`config.mk`:
```
export PLATFORM = sky130hd
export DESIGN_NAME = uart_char_rx
export DESIGN_NICKNAME = d
export VERILOG_FILES = /design/src/rtl/uart_char_rx.sv
export SDC_FILE = /design/constraint.sdc
export NUM_CORES = 1
export LEC_CHECK = 0
export CAP_MARGIN = 20
export CORE_MARGIN = 4
export CORE_UTILIZATION = 45
export CTS_BUF_LIST = sky130_fd_sc_hd__clkbuf_8 sky130_fd_sc_hd__clkbuf_16
export DETAILED_ROUTE_END_ITERATION = 12
export GPL_TIMING_DRIVEN = 0
export PLACE_DENSITY = 0.66
export REMOVE_ABC_BUFFERS = 1
export SLEW_MARGIN = 30
export SYNTH_ARGS = -nofsm -noshare
export SYNTH_HDL_FRONTEND = slang
export SYNTH_SLANG_ARGS = --single-unit
```
`constraint.sdc`:
```
create_clock -name clk -period 4.51 [get_ports clk]
set_clock_uncertainty 0.2 [all_clocks]
set_input_delay 0.902 -clock clk [delete_from_list [all_inputs] [get_ports clk]]
set_output_delay 0.902 -clock clk [all_outputs]
set_load 0.02 [all_outputs]
```
`src/rtl/uart_char_rx.sv`:
```
// uart_char_rx: asynchronous serial character receiver (8N1, optionally 8E1).
// Deserialises rxd into bytes. Good bytes appear on char_out with a one-cycle
// char_valid strobe. Stop-bit or parity faults give a one-cycle frame_err
// strobe and leave char_out untouched.
// Optional feature: define UART_RX_PARITY_EN for an even-parity bit between
// the data and stop bits.
// Ports:
//   clk        system clock
//   reset      asynchronous, active-high reset
//   rxd        serial line, idles high, asynchronous to clk
//   char_out   last good received byte (LSB first on the line)
//   char_valid one-cycle pulse, char_out is new in that cycle
//   frame_err  one-cycle pulse on bad stop bit (or bad parity)
//   busy       high whenever the receiver is not idle
module uart_char_rx #(
    parameter int unsigned CLKS_PER_BIT = 16
) (
    input  logic       clk,
    input  logic       reset,
    input  logic       rxd,
    output logic [7:0] char_out,
    output logic       char_valid,
    output logic       frame_err,
    output logic       busy
);

    localparam int unsigned TW = $clog2(CLKS_PER_BIT);
    localparam logic [TW-1:0] TICK_MID = TW'(CLKS_PER_BIT / 2 - 1);
    localparam logic [TW-1:0] TICK_END = TW'(CLKS_PER_BIT - 1);

    typedef enum logic [2:0] {
        ST_IDLE,
        ST_START,
        ST_DATA,
`ifdef UART_RX_PARITY_EN
        ST_PARITY,
`endif
        ST_STOP,
        ST_BREAK
    } state_e;

    logic          rxd_meta_q;
    logic          rs_q;
    state_e        state_q, state_d;
    logic [TW-1:0] tick_q, tick_d;
    logic [2:0]    bit_idx_q, bit_idx_d;
    logic [7:0]    shreg_q, shreg_d;
    logic [7:0]    char_out_q, char_out_d;
    logic          char_valid_q, char_valid_d;
    logic          frame_err_q, frame_err_d;
    logic          busy_q, busy_d;
`ifdef UART_RX_PARITY_EN
    logic          parity_q, parity_d;
`endif

    // Synchroniser, counters, shift register and registered outputs.
    always_ff @(posedge clk or posedge reset) begin
        if (reset) begin
            rxd_meta_q   <= 1'b1;
            rs_q         <= 1'b1;
            state_q      <= ST_IDLE;
            tick_q       <= '0;
            bit_idx_q    <= '0;
            shreg_q      <= '0;
            char_out_q   <= '0;
            char_valid_q <= 1'b0;
            frame_err_q  <= 1'b0;
            busy_q       <= 1'b0;
`ifdef UART_RX_PARITY_EN
            parity_q     <= 1'b0;
`endif
        end else begin
            rxd_meta_q   <= rxd;
            rs_q         <= rxd_meta_q;
            state_q      <= state_d;
            tick_q       <= tick_d;
            bit_idx_q    <= bit_idx_d;
            shreg_q      <= shreg_d;
            char_out_q   <= char_out_d;
            char_valid_q <= char_valid_d;
            frame_err_q  <= frame_err_d;
            busy_q       <= busy_d;
`ifdef UART_RX_PARITY_EN
            parity_q     <= parity_d;
`endif
        end
    end

    // Next-state and output logic.
    always_comb begin
        state_d      = state_q;
        tick_d       = (tick_q == TICK_END) ? '0 : tick_q + TW'(1);
        bit_idx_d    = bit_idx_q;
        shreg_d      = shreg_q;
        char_out_d   = char_out_q;
        char_valid_d = 1'b0;
        frame_err_d  = 1'b0;
`ifdef UART_RX_PARITY_EN
        parity_d     = parity_q;
`endif

        case (state_q)
            ST_IDLE: begin
                tick_d = '0;
                if (!rs_q) begin
                    state_d = ST_START;
                end
            end
            // Re-check the line mid start bit to reject glitches.
            ST_START: begin
                if (tick_q == TICK_MID) begin
                    tick_d    = '0;
                    bit_idx_d = '0;
                    state_d   = rs_q ? ST_IDLE : ST_DATA;
                end
            end
            // Shift right so the first bit on the line ends up in bit 0.
            ST_DATA: begin
                if (tick_q == TICK_END) begin
                    shreg_d   = {rs_q, shreg_q[7:1]};
                    bit_idx_d = bit_idx_q + 3'(1);
                    if (bit_idx_q == 3'd7) begin
`ifdef UART_RX_PARITY_EN
                        state_d = ST_PARITY;
`else
                        state_d = ST_STOP;
`endif
                    end
                end
            end
`ifdef UART_RX_PARITY_EN
            ST_PARITY: begin
                if (tick_q == TICK_END) begin
                    parity_d = rs_q;
                    state_d  = ST_STOP;
                end
            end
`endif
            ST_STOP: begin
                if (tick_q == TICK_END) begin
                    if (!rs_q) begin
                        frame_err_d = 1'b1;
                        state_d     = ST_BREAK;
                    end else begin
                        state_d = ST_IDLE;
`ifdef UART_RX_PARITY_EN
                        if (^{shreg_q, parity_q}) begin
                            frame_err_d = 1'b1;
                        end else begin
                            char_out_d   = shreg_q;
                            char_valid_d = 1'b1;
                        end
`else
                        char_out_d   = shreg_q;
                        char_valid_d = 1'b1;
`endif
                    end
                end
            end
            // Line held low after a bad stop: wait for it to release.
            ST_BREAK: begin
                tick_d = '0;
                if (rs_q) begin
                    state_d = ST_IDLE;
                end
            end
            default: begin
                state_d = ST_IDLE;
            end
        endcase

        busy_d = (state_d != ST_IDLE);
    end

    assign char_out   = char_out_q;
    assign char_valid = char_valid_q;
    assign frame_err  = frame_err_q;
    assign busy       = busy_q;

endmodule
```
==> flow_summary.toml <==
[pwr]
irDropWorstVdd_mv = 0.330
seq_power_share = 0.512
internal-power_uw = 487
p_switching_uw = 203
combPwrFrac = 0.201
total_power_uw = 690
power_leakage_nw = 0.730
switching_share = 0.294
p_per_area_mw_per_mm2 = 449
clkPwrFrac = 0.286

[yosys]
yosys-top-cells-count = "dfrtp_1 (29), mux2_2 (14), inv_1 (8)"
post-synth-top-count-cell = "dfrtp_1"
synth_cell_types = 31
synth.area.top_cells = "dfrtp_1 (55%), mux2_2 (12%), dfstp_2 (4.0%)"
ys.flop_type = "dfrtp_1"
postSynth.asyncResetShare = 1.00
syn_area_mm2 = 0.00131
synth_top_cell_by_area = "dfrtp_1"
ys_warn_count = 0
synth-edff-count = 0
synth-seq-cells = 31
synth_top_area_frac = 0.554
netlist_instances = 102
ys_seq_area_frac = 0.595
syn_area_per_cell_um2 = 12.8

[route]
wirelength_um = 2010
first_iter_violations = 12
drtPass1Iterations = 4
via_per_inst = 5.23
ant_nets = 0
route.detailed.drc = 0
dr_total_vias = 789
post_drt_wl_per_cell_um = 13.3

[finish]
fillers = 232
area_growth_pct = 17.5
regArea_um2 = 778
drive_above_1_share = 0.225
fin_nets = 125
multi_input_area_um2 = 479
fin_area_mm2 = 0.00154
final_util = 0.558
antennaDiodeCount = 0

[worst_setup_path]
cpPeakStageDelay_ps = 600
cp_max_fo = 2
crit_path_top_delay_cell = "clkdlybuf4s50_1"
worstPathCellList = "clkdlybuf4s50_1"
critPathLaunchType = "flip-flop"
worst-path-buf-inv = 1
worst_ep_required_time_ps = 3410
crit_family = "buffers and inverters"
setup.worst_path.class = "reg2out"
end_kind = "output pin"
cp.arrival_ps = 1230

[place]
placed_cell_area_mm2 = 0.00146
numPortBuffers = 13
dp_hpwl_um = 1400
globalplace.congestion = 0.819

[cts]
root_buffer = "clkbuf_8"
clock_latency_ps = 280
cts_max_level = 2
cts_tree = "yes"
cts_buffers = 5
cts_sinks = 31
cts_setup_buffers = 0
post_cts_resized = 0
clk_pin_slew_worst_paths_ps = 60
postCtsHoldBufs = 0
cts.path.max_buffers = 2

[timing]
slew_violations = 0
slew_headroom = 0.597
rsz0062_at_grt = "no"
fmax_mhz = 429
finalSetupTns_ps = 0
final-hold-violation-count = 0
period_share = 0.517
fin_hold_ws_ps = 155
fin_crit_ps = 2330
setup_viol = 0
tightest_slew_ps = 604

[die]
die-height_um = 61.9
die_area_mm2 = 0.00384
initial_core_util = 0.475
core_mm2 = 0.00276
pin_count = 14
num_rows = 19
fp.dieW_um = 61.9

[global_route]
grt_pass1_vias = 773
antenna_found_initial = 0
overflow = 0
grt_pass1_wl_um = 3430
grt_max_degree = 32
grt_use_total = 0.132

[job]
cap_violations = 0

[worst_hold_path]
min_path_type = "reg2reg"

[status]
outcome = "finished, final reports clean"
==> placed cells by master, fill, tap and decap left out, drive strengths merged, types with 2 or more instances in the layout <==
cell | synthesis | layout
nand3 | 3 | 3
a21oi | 2 | 2
o21ai | 2 | 2
clkbuf | 0 | 5
dfstp | 2 | 2
nor3b | 2 | 2
and3 | 2 | 2
xnor2 | 2 | 2
nor2b | 2 | 2
ha | 3 | 3
mux2 | 16 | 16
clkdlybuf4s50 | 0 | 13
nand2 | 5 | 5
inv | 8 | 10
mux2i | 2 | 2
dfrtp | 29 | 29
and2 | 2 | 2
nor3 | 2 | 2
nor2 | 6 | 6
==> power by group through the flow <==
stage               registers (mW)  clock network (mW)  logic, mW
finish                       0.353               0.198      0.139
global route                 0.361               0.217      0.157
floorplan                    0.352                   0      0.107
detailed placement           0.357                   0      0.141
global placement             0.357                   0      0.134
CTS                          0.353               0.206      0.141
==> kinds of logic (layout without fill, tap and decap cells) <==
family | Yosys count | after routing | synth area share
AO/OA/AOI/OAI | 9 | 9 | 0.0507
XOR/XNOR | 2 | 2 | 0.0134
adder cells (fa/ha/maj) | 3 | 3 | 0.0287
buffers and inverters | 11 | 29 | 0.0392
flip-flops | 31 | 31 | 0.595
multiplexers | 18 | 18 | 0.153
AND/OR/NAND/NOR | 28 | 28 | 0.120
==> stage by stage <==
stage	setup slack, ps	cells
CTS	2160	151
global placement	2040	143
global route	2120	151
floorplan	2350	99
detailed placement	2250	143
finish	2180	151
==> layer usage <==
| metal | track usage | share of wire | up-vias |
|---|---|---|---|
| li1 | - | - | 385 |
| met5 | 0 | 0 | - |
| met1 | 0.152 | 0.46 | 384 |
| met2 | 0.199 | 0.46 | 15 |
| met4 | 0.0818 | 0.026 | 0 |
| met3 | 0.0620 | 0.060 | 5 |
==> final timing paths <==
kind | startpoint | endpoint | slack [ps] | cells after the start
max in group asynchronous | reset | tick_q[1]$_DFF_PP0_ | 2890 | 2
min in group asynchronous | reset | tick_q[2]$_DFF_PP0_ | 820 | 2
worst max register to register | tick_q[0]$_DFF_PP0_ | busy$_DFF_PP0_ | 2250 | 5
worst max-delay path | char_out[0]$_DFFE_PP0P_ | char_out[0] | 2180 | 1
worst min-delay path | rxd_meta_q$_DFF_PP1_ | rs_q$_DFF_PP1_ | 160 | 0
worst min register to register | rxd_meta_q$_DFF_PP1_ | rs_q$_DFF_PP1_ | 160 | 0
==> flip-flops by register name, indices dropped and copies added, names as in the netlist <==
register,count
busy,1
bit_idx_q,3
tick_q,4
char_out,8
char_valid,1
rxd_meta_q,1
rs_q,1
shreg_q,8
state_q,3
frame_err,1
==> worst register-to-register path, cell delays in order (launching register included) <==
cell	delay, ps
dfrtp_1	400
ha_1	280
and3_4	220
and3_1	180
or4_4	510
or3_1	350
==> final cells by class <==
cell class,instances,area share
clock buffer,5,0.0448
multi-input combinational,60,0.312
timing repair buffer,13,0.0846
clock inverter,3,0.00814
inverter,8,0.0195
sequential,31,0.506
tap,31,0.0252
Note: power is estimated with default switching activity, not from simulation.
